--- config.mk ---
export PLATFORM = sky130hd
export DESIGN_NAME = aes_mode_ctrl_flat
export DESIGN_NICKNAME = d
export VERILOG_FILES = /design/src/rtl/aes_mode_pkg.sv /design/src/rtl/aes_mode_ctrl_if.sv /design/src/rtl/aes_out_fifo_ser.sv /design/src/rtl/aes_mode_ctrl.sv /design/src/flat_wrapper.sv
export SDC_FILE = /design/constraint.sdc
export NUM_CORES = 2
export LEC_CHECK = 0
export CORE_MARGIN = 4
export CORE_UTILIZATION = 50
export DETAILED_ROUTE_END_ITERATION = 10
export DONT_BUFFER_PORTS = 1
export SLEW_MARGIN = 20
export SYNTH_ARGS = -nofsm -noshare
export SYNTH_HDL_FRONTEND = slang
export SYNTH_SLANG_ARGS = --single-unit
--- constraint.sdc ---
create_clock -name clk -period 45.2 [get_ports clk]
set_input_delay 13.56 -clock clk [delete_from_list [all_inputs] [get_ports clk]]
set_output_delay 13.56 -clock clk [all_outputs]
set_load 0.05 [all_outputs]
--- src/rtl/aes_mode_pkg.sv ---
// rtl/aes_mode_pkg.sv - shared types and constants for the AES block-mode controller
//
// Purpose: block width, din_type codes, chaining mode codes and the
// controller FSM state type, imported by every file of the controller.
package aes_mode_pkg;

  localparam int BLOCK_W = 128;

  typedef enum logic [1:0] {
    DT_KEY   = 2'b00,
    DT_IV    = 2'b01,
    DT_PLAIN = 2'b10,
    DT_RSVD  = 2'b11
  } din_type_e;

  localparam logic MODE_ECB = 1'b0;
  localparam logic MODE_CBC = 1'b1;

  typedef enum logic [1:0] {
    ST_ACCUM,
    ST_START,
    ST_WAIT,
    ST_CAPTURE
  } state_e;

endpackage

--- src/rtl/aes_mode_ctrl_if.sv ---
// rtl/aes_mode_ctrl_if.sv - word input and ciphertext beat handshakes of the AES mode controller
//
// Purpose: bundles the din (word in) and dout (beat out) valid/ready streams.
// Signals:
//   din[DIN_W], din_type[2], din_valid, din_ready   - input words, MSB word first
//   dout[DOUT_W], dout_valid, dout_ready, dout_last - ciphertext beats, MSB beat first
// Modports: master = host side, slave = controller side.
interface aes_mode_ctrl_if #(
  parameter int DIN_W  = 8,
  parameter int DOUT_W = 8
) ();

  logic [DIN_W-1:0]  din;
  logic [1:0]        din_type;
  logic              din_valid;
  logic              din_ready;
  logic [DOUT_W-1:0] dout;
  logic              dout_valid;
  logic              dout_ready;
  logic              dout_last;

  modport master (
    output din, din_type, din_valid, dout_ready,
    input  din_ready, dout, dout_valid, dout_last
  );

  modport slave (
    input  din, din_type, din_valid, dout_ready,
    output din_ready, dout, dout_valid, dout_last
  );

endinterface

--- src/rtl/aes_out_fifo_ser.sv ---
// rtl/aes_out_fifo_ser.sv - ciphertext block FIFO with DOUT_W-bit beat serializer
//
// Purpose: holds up to OUT_DEPTH 128-bit blocks and emits the head block as
// 128/DOUT_W beats, MSB beat first; the block is popped on its last beat.
// Ports:
//   clk, rst_                - clock, asynchronous active-high reset
//   push, push_data[128]     - write one block (never issued when full)
//   full, level              - occupancy in blocks
//   dout, dout_valid, dout_ready, dout_last - beat handshake
module aes_out_fifo_ser
  import aes_mode_pkg::*;
#(
  parameter int DOUT_W    = 8,
  parameter int OUT_DEPTH = 4
) (
  input  logic                           clk,
  input  logic                           rst_,
  input  logic                           push,
  input  logic [BLOCK_W-1:0]             push_data,
  output logic                           full,
  output logic [$clog2(OUT_DEPTH+1)-1:0] level,
  output logic [DOUT_W-1:0]              dout,
  output logic                           dout_valid,
  input  logic                           dout_ready,
  output logic                           dout_last
);

  localparam int BEATS  = BLOCK_W / DOUT_W;
  localparam int PTR_W  = (OUT_DEPTH > 1) ? $clog2(OUT_DEPTH) : 1;
  localparam int BEAT_W = (BEATS > 1) ? $clog2(BEATS) : 1;
  localparam int LVL_W  = $clog2(OUT_DEPTH + 1);

  logic [BLOCK_W-1:0] mem [OUT_DEPTH];
  logic [PTR_W-1:0]   wr_ptr;
  logic [PTR_W-1:0]   rd_ptr;
  logic [BEAT_W-1:0]  beat;
  logic [BLOCK_W-1:0] head_shifted;
  logic               pop;

  function automatic logic [PTR_W-1:0] ptr_inc(input logic [PTR_W-1:0] p);
    return (p == PTR_W'(OUT_DEPTH - 1)) ? '0 : p + 1'b1;
  endfunction

  assign dout_valid   = (level != '0);
  assign dout_last    = dout_valid && (beat == BEAT_W'(BEATS - 1));
  assign full         = (level == LVL_W'(OUT_DEPTH));
  // Beat 0 is the most significant slice of the head block.
  assign head_shifted = mem[rd_ptr] >> (DOUT_W * (BEATS - 1 - int'(beat)));
  // Gated so an empty FIFO never shows a stale block.
  assign dout         = dout_valid ? head_shifted[DOUT_W-1:0] : '0;
  assign pop          = dout_valid && dout_ready && dout_last;

  always_ff @(posedge clk or posedge rst_) begin
    if (rst_) begin
      for (int i = 0; i < OUT_DEPTH; i++) mem[i] <= '0;
      wr_ptr <= '0;
      rd_ptr <= '0;
      beat   <= '0;
      level  <= '0;
    end else begin
      if (push) begin
        mem[wr_ptr] <= push_data;
        wr_ptr      <= ptr_inc(wr_ptr);
      end
      if (dout_valid && dout_ready) begin
        if (dout_last) begin
          beat   <= '0;
          rd_ptr <= ptr_inc(rd_ptr);
        end else begin
          beat <= beat + 1'b1;
        end
      end
      case ({push, pop})
        2'b10:   level <= level + 1'b1;
        2'b01:   level <= level - 1'b1;
        default: ;
      endcase
    end
  end

endmodule

--- src/rtl/aes_mode_ctrl.sv ---
// rtl/aes_mode_ctrl.sv - AES block-mode controller: word packing, ECB/CBC chaining, core sequencing
//
// Purpose: packs DIN_W-bit words into key/IV/plaintext blocks, chains
// plaintext with the IV/previous ciphertext in CBC, drives the core
// start/done/read handshake and queues ciphertext for beat output.
// Ports:
//   clk, rst_                 - clock, asynchronous active-high reset
//   mode                      - 0 ECB, 1 CBC; captured when a plaintext block completes
//   io (slave)                - din/dout streams
//   core_key, core_block      - key and chained block to the core
//   core_start, core_read     - one-cycle pulses to the core
//   core_done, core_cipher    - core result (level) and ciphertext
//   fifo_level, busy, err     - status; err is a one-cycle pulse
module aes_mode_ctrl
  import aes_mode_pkg::*;
#(
  parameter int DIN_W     = 8,
  parameter int DOUT_W    = 8,
  parameter int OUT_DEPTH = 4
) (
  input  logic                           clk,
  input  logic                           rst_,
  input  logic                           mode,
  aes_mode_ctrl_if.slave                 io,
  output logic [BLOCK_W-1:0]             core_key,
  output logic [BLOCK_W-1:0]             core_block,
  output logic                           core_start,
  input  logic                           core_done,
  input  logic [BLOCK_W-1:0]             core_cipher,
  output logic                           core_read,
  output logic [$clog2(OUT_DEPTH+1)-1:0] fifo_level,
  output logic                           busy,
  output logic                           err
);

  localparam int WORDS = BLOCK_W / DIN_W;
  localparam int CNT_W = $clog2(WORDS) + 1;

  if ((DIN_W < 8) || (DOUT_W < 8) || (DIN_W > BLOCK_W) || (DOUT_W > BLOCK_W) ||
      ((BLOCK_W % DIN_W) != 0) || ((BLOCK_W % DOUT_W) != 0) || (OUT_DEPTH < 1)) begin : g_bad_params
    $error("aes_mode_ctrl: DIN_W/DOUT_W must divide 128 and OUT_DEPTH must be >= 1");
  end

  state_e             state;
  din_type_e          blk_type;
  din_type_e          cur_type;
  logic [BLOCK_W-1:0] acc;
  logic [BLOCK_W-1:0] acc_shift;
  logic [BLOCK_W-1:0] chain;
  logic [CNT_W-1:0]   cnt;
  logic               mode_r;
  logic               fifo_full;
  logic               accept;
  logic               last_word;
  logic               push;

  assign cur_type     = din_type_e'(io.din_type);
  // Held low during reset so every output reads 0 while rst_ is high.
  assign io.din_ready = !rst_ && (state == ST_ACCUM) && !fifo_full;
  assign accept       = io.din_valid && io.din_ready;
  assign acc_shift    = (acc << DIN_W) | BLOCK_W'(io.din);
  assign last_word    = (cnt == CNT_W'(WORDS - 1));
  assign push         = (state == ST_CAPTURE);
  assign busy         = (state != ST_ACCUM);

  always_ff @(posedge clk or posedge rst_) begin
    if (rst_) begin
      state      <= ST_ACCUM;
      blk_type   <= DT_KEY;
      acc        <= '0;
      chain      <= '0;
      cnt        <= '0;
      mode_r     <= MODE_ECB;
      core_key   <= '0;
      core_block <= '0;
      core_start <= 1'b0;
      core_read  <= 1'b0;
      err        <= 1'b0;
    end else begin
      core_start <= 1'b0;
      core_read  <= 1'b0;
      err        <= 1'b0;
      case (state)
        ST_ACCUM: begin
          if (accept) begin
            if (cur_type == DT_RSVD) begin
              err <= 1'b1;
            end else if ((cnt != '0) && (cur_type != blk_type)) begin
              // Partial block is abandoned; this word opens a fresh block.
              err      <= 1'b1;
              acc      <= BLOCK_W'(io.din);
              cnt      <= CNT_W'(1);
              blk_type <= cur_type;
            end else if (last_word) begin
              cnt <= '0;
              acc <= acc_shift;
              case (cur_type)
                DT_KEY: core_key <= acc_shift;
                DT_IV:  chain    <= acc_shift;
                default: begin
                  // Block and start are registered together so core_start
                  // lands in the cycle right after the last word.
                  core_block <= (mode == MODE_CBC) ? (acc_shift ^ chain) : acc_shift;
                  mode_r     <= mode;
                  core_start <= 1'b1;
                  state      <= ST_START;
                end
              endcase
            end else begin
              acc      <= acc_shift;
              cnt      <= cnt + 1'b1;
              blk_type <= cur_type;
            end
          end
        end
        ST_START: state <= ST_WAIT;
        ST_WAIT: begin
          if (core_done) begin
            core_read <= 1'b1;
            state     <= ST_CAPTURE;
          end
        end
        ST_CAPTURE: begin
          if (mode_r == MODE_CBC) chain <= core_cipher;
          state <= ST_ACCUM;
        end
        default: state <= ST_ACCUM;
      endcase
    end
  end

  aes_out_fifo_ser #(
    .DOUT_W    (DOUT_W),
    .OUT_DEPTH (OUT_DEPTH)
  ) u_out_fifo (
    .clk        (clk),
    .rst_       (rst_),
    .push       (push),
    .push_data  (core_cipher),
    .full       (fifo_full),
    .level      (fifo_level),
    .dout       (io.dout),
    .dout_valid (io.dout_valid),
    .dout_ready (io.dout_ready),
    .dout_last  (io.dout_last)
  );

endmodule

--- src/flat_wrapper.sv ---
// flat-port wrapper written by rule: the top's interface ports become plain ports
module aes_mode_ctrl_flat import aes_mode_pkg::*;
#(
  parameter int DIN_W     = 8,
  parameter int DOUT_W    = 8,
  parameter int OUT_DEPTH = 4
)
  (clk, rst_, mode, core_key, core_block, core_start, core_done, core_cipher, core_read, fifo_level, busy, err, io_din, io_din_type, io_din_valid, io_dout_ready, io_din_ready, io_dout, io_dout_valid, io_dout_last);
  aes_mode_ctrl_if #(.DIN_W(DIN_W), .DOUT_W(DOUT_W)) io_i ();
  input  logic clk;
  input  logic rst_;
  input  logic mode;
  output logic [BLOCK_W-1:0] core_key;
  output logic [BLOCK_W-1:0] core_block;
  output logic core_start;
  input  logic core_done;
  input  logic [BLOCK_W-1:0] core_cipher;
  output logic core_read;
  output logic [$clog2(OUT_DEPTH+1)-1:0] fifo_level;
  output logic busy;
  output logic err;
  input wire logic [$bits(io_i.din)-1:0] io_din;
  input wire logic [$bits(io_i.din_type)-1:0] io_din_type;
  input wire logic [$bits(io_i.din_valid)-1:0] io_din_valid;
  input wire logic [$bits(io_i.dout_ready)-1:0] io_dout_ready;
  output wire logic [$bits(io_i.din_ready)-1:0] io_din_ready;
  output wire logic [$bits(io_i.dout)-1:0] io_dout;
  output wire logic [$bits(io_i.dout_valid)-1:0] io_dout_valid;
  output wire logic [$bits(io_i.dout_last)-1:0] io_dout_last;
  assign io_i.din = io_din;
  assign io_i.din_type = io_din_type;
  assign io_i.din_valid = io_din_valid;
  assign io_i.dout_ready = io_dout_ready;
  assign io_din_ready = io_i.din_ready;
  assign io_dout = io_i.dout;
  assign io_dout_valid = io_i.dout_valid;
  assign io_dout_last = io_i.dout_last;
  aes_mode_ctrl #(.DIN_W(DIN_W), .DOUT_W(DOUT_W), .OUT_DEPTH(OUT_DEPTH)) u_core (.clk(clk), .rst_(rst_), .mode(mode), .io(io_i), .core_key(core_key), .core_block(core_block), .core_start(core_start), .core_done(core_done), .core_cipher(core_cipher), .core_read(core_read), .fifo_level(fifo_level), .busy(busy), .err(err));
endmodule
==> flow_summary.yaml <==
global_routing:
  gr-total-overflow: 0
  track_usage: 0.267
  grt_pass1_wl_mm: 199
  grt_antenna_before_repair: 10
  grt_pass1_vias: 30855
  grt_max_degree: 191
setup_path:
  reg2reg_to: "u_core.u_out_fifo.level[2]"
  timing_worst_setup_path_type: "in -> out"
  setup.reg_to_reg.worst_slack_ns: 41.60
  critPathTopFamily: "compound AO/OA/AOI/OAI gates"
  timing.reg2reg.worst_path_depth: 10
  end_kind: "output pin"
  path_buf_inv: 0
  cp-start-kind: "input pin"
  crit_chain: "nand2b_1 > a21oi_1"
  critical_path.slowest_cell: "sky130_fd_sc_hd__a21oi_1"
  critPathMaxFanout: 2
  max_stage_delay_ns: 0.83
  worst_r2r_startpoint: "u_core.u_out_fifo.level[2]"
  crit_path_dat_ns: 14.57
  worst_endpoint_required_time_ns: 31.64
route:
  detailedRoute.firstPassIterationCount: 5
  first_iter_violations: 2361
  wirelength_mm: 130
  detail_route.drc_violations: 0
  vias: 29544
  vias_cell: 6.04
  ant_nets: 0
  wire_per_inst_um: 26.6
logic_synthesis:
  yosysWarningCount: 0
  post_synth.cell_area_avg_um2: 12.4
  number_of_storage_elements_in_the_synthesis_netlist: 1040
  post_synth_main_area_contributors: "sky130_fd_sc_hd__dfrtp_1 (56%), sky130_fd_sc_hd__mux2_2 (16%), sky130_fd_sc_hd__mux4_2 (4.7%), sky130_fd_sc_hd__nand2_1 (4.3%), sky130_fd_sc_hd__a21oi_1 (2.7%)"
  post_synth_and_or_nand_nor_area_fraction: 0.0745
  post_synth_instance_area_um2: 46200
  synth_xor_xnor_area_share: 0.0254
  synth-compound-area-share: 0.0790
  netlist.area_leader.share: 0.563
  synth_edf_count: 0
  syn_inst: 3740
  synth_top_family_by_area: "multiplexers"
  asyncSetResetFlopFracSynth: 1.00
  yosys.cell_count.top_type: "sky130_fd_sc_hd__dfrtp_1"
  ys_seq_area_frac: 0.563
  synth_largest_area_cell: "sky130_fd_sc_hd__dfrtp_1"
  syn-num-nets: 3897
  synth.cells.most_frequent: "sky130_fd_sc_hd__dfrtp_1 (1040), sky130_fd_sc_hd__mux2_2 (644), sky130_fd_sc_hd__nand2_1 (533), sky130_fd_sc_hd__a21oi_1 (253), sky130_fd_sc_hd__clkbuf_1 (187)"
  synthMuxAreaShare: 0.226
  synthAdderAreaFrac: 0.00368
  post_synth_num_cell_types: 48
  synth_ff_type: "sky130_fd_sc_hd__dfrtp_1"
place:
  place_worst_setup_slack_ns: 17.07
  place.detailed.hpwl_mm: 85.8
  place_congestion: 0.795
  place.port_buffers: 0
finish:
  layout-drive-gt1-share: 0.265
  fillCellCount: 7552
  flow.area_growth_from_synthesis_pct: 9.66
  layout.area.seq_um2: 26000
  fin_nets: 3774
  multi_input_area_um2: 19000
hold_path:
  min-delay-path-class: "reg -> reg"
  worst_hold_path.endpoint: "u_core.u_out_fifo.mem[26]"
  min_from: "u_core.u_out_fifo.mem[26]"
  worstHoldPathCells: 1
floorplanning:
  floorplan.core_area_um2: 91700
  fp.dieArea_um2: 97400
  initial_core_util: 0.504
  chip_height_um: 312
  ioPinCount: 418
  num_rows: 111
  floorplan.die.width_um: 312
timing:
  clock-skew-final_ns: 0.0261
  report.final.hold_viol_count: 0
  post-route-period-util: 0.622
  layout_min_cycle_time_ns: 28.13
  setup_violations: 0
  fmax_mhz: 35.5
  slew_viol_final: 0
  timing_worst_slew_pin_value_ns: 1.14
  setup_tns_ns: 0
  unrepaired_setup_endpoints_after_global_routing: "no"
  worst_slew_margin_rel: 0.241
  worst_slack_ns: 17.07
clock_network:
  clock_sinks: 1040
  clockBufferDepth: 3
  clk_pin_slew_ns: 0.06
  count_of_buffers_added_by_post_cts_timing_repair_for_setup: 0
  clockRootBuffer: "sky130_fd_sc_hd__clkbuf_16"
  cts_hold_buffers: 0
  tritoncts_clock_tree: "done"
  postCtsResizedCells: 0
  tritoncts.num_buffers: 109
  clkLatencyLatePin_ns: 0.68
  htree_levels: 3
run:
  maxCapViolCount: 0
power:
  pwr_density_cell_nw_per_um2: 70.5
  vdd.ir_drop.worst_v: 0.0000394
  leakagePower_nw: 22.5
run_status:
  outcome: "finished, final reports clean"
routing by layer:
| metal | track usage | vias up | routed length, um | part of all wire |
|---|---|---|---|---|
| met5 | 0 | - | 20 | 0.00015 |
| met3 | 0.0605 | 171 | 8430 | 0.065 |
| met1 | 0.362 | 15488 | 55500 | 0.43 |
| met2 | 0.437 | 877 | 63300 | 0.49 |
| li1 | - | 13004 | - | - |
| met4 | 0.0704 | 4 | 2950 | 0.023 |
report_power, final:
part           leakage [nW]  internal [mW]  switching, mW  total [mW]
combinational          7.73          0.544          0.633        1.18
clock                  1.81          0.549          0.370       0.919
sequential             13.0           1.25          0.221        1.48
sequential cells by signal (all words and copies together), names as in the netlist, 2 cells and up:
| register | cells |
|---|---|
| u_core.u_out_fifo.mem | 512 |
| u_core.chain | 128 |
| u_core.core_block | 128 |
| u_core.core_key | 128 |
| u_core.acc | 120 |
| u_core.cnt | 5 |
| u_core.u_out_fifo.beat | 4 |
| u_core.u_out_fifo.level | 3 |
| u_core.blk_type | 2 |
| u_core.state | 2 |
| u_core.u_out_fifo.rd_ptr | 2 |
| u_core.u_out_fifo.wr_ptr | 2 |
layout make-up:
type / count / area share
timing repair buffer: 50 / 0.00834
tap: 1186 / 0.0293
antenna: 1 / 0.0000494
clock inverter: 35 / 0.00958
sequential: 1040 / 0.514
multi-input combinational: 2401 / 0.375
clock buffer: 165 / 0.0631
inverter: 15 / 0.00126
cells by family (layout without fill, tap and decap cells):
family | count (synthesis) | in the layout
AOI/OAI and AO/OA | 621 | 621
adders and majority gates | 13 | 13
muxes | 843 | 843
other | 0 | 1
and+or+nand+nor | 790 | 790
xor gates and xnor gates | 134 | 134
DFF | 1040 | 1040
buffers and inverters | 299 | 265
cell usage in the layout (no fill, tap or decap), drive strengths merged, types with 6 or more instances in the layout:
cell | Yosys | final
clkbuf | 187 | 165
ha | 12 | 12
o21ai | 154 | 154
inv | 15 | 19
a32o | 7 | 7
mux2i | 103 | 103
o22ai | 18 | 18
mux4 | 96 | 96
dfrtp | 1040 | 1040
nand3 | 119 | 119
o221ai | 15 | 15
mux2 | 644 | 644
buf | 97 | 50
nor2 | 14 | 14
xor2 | 132 | 132
bufinv | 0 | 11
a211oi | 122 | 122
a21oi | 253 | 253
a22oi | 10 | 10
a31oi | 25 | 25
a22o | 6 | 6
nand2 | 533 | 533
clkinv | 0 | 18
nor2b | 107 | 107
through the flow:
step	hold slack (ns)	std cells	instance area (um2)	total power, mW	utilization
3_3_place_gp	0.479	4691	46900	2.59	0.512
5_1_grt	0.510	4892	50700	3.77	0.553
3_5_place_dp	0.488	4691	46900	2.66	0.512
6_report	0.501	4893	50700	3.57	0.553
4_1_cts	0.500	4891	50600	3.59	0.552
2_1_floorplan	0.460	3740	46200	2.33	-
worst max path at each step:
stage,from,cells past startpoint,to,slack [ns]
detailed placement,rst_,2,io_din_ready,17.07
global placement,rst_,2,io_din_ready,17.07
finish,rst_,2,io_din_ready,17.07
floorplan,rst_,1,u_core.acc[0],2.37
CTS,rst_,2,io_din_ready,17.07
global route,rst_,2,io_din_ready,17.05
Note: power is estimated with default switching activity, not from simulation.
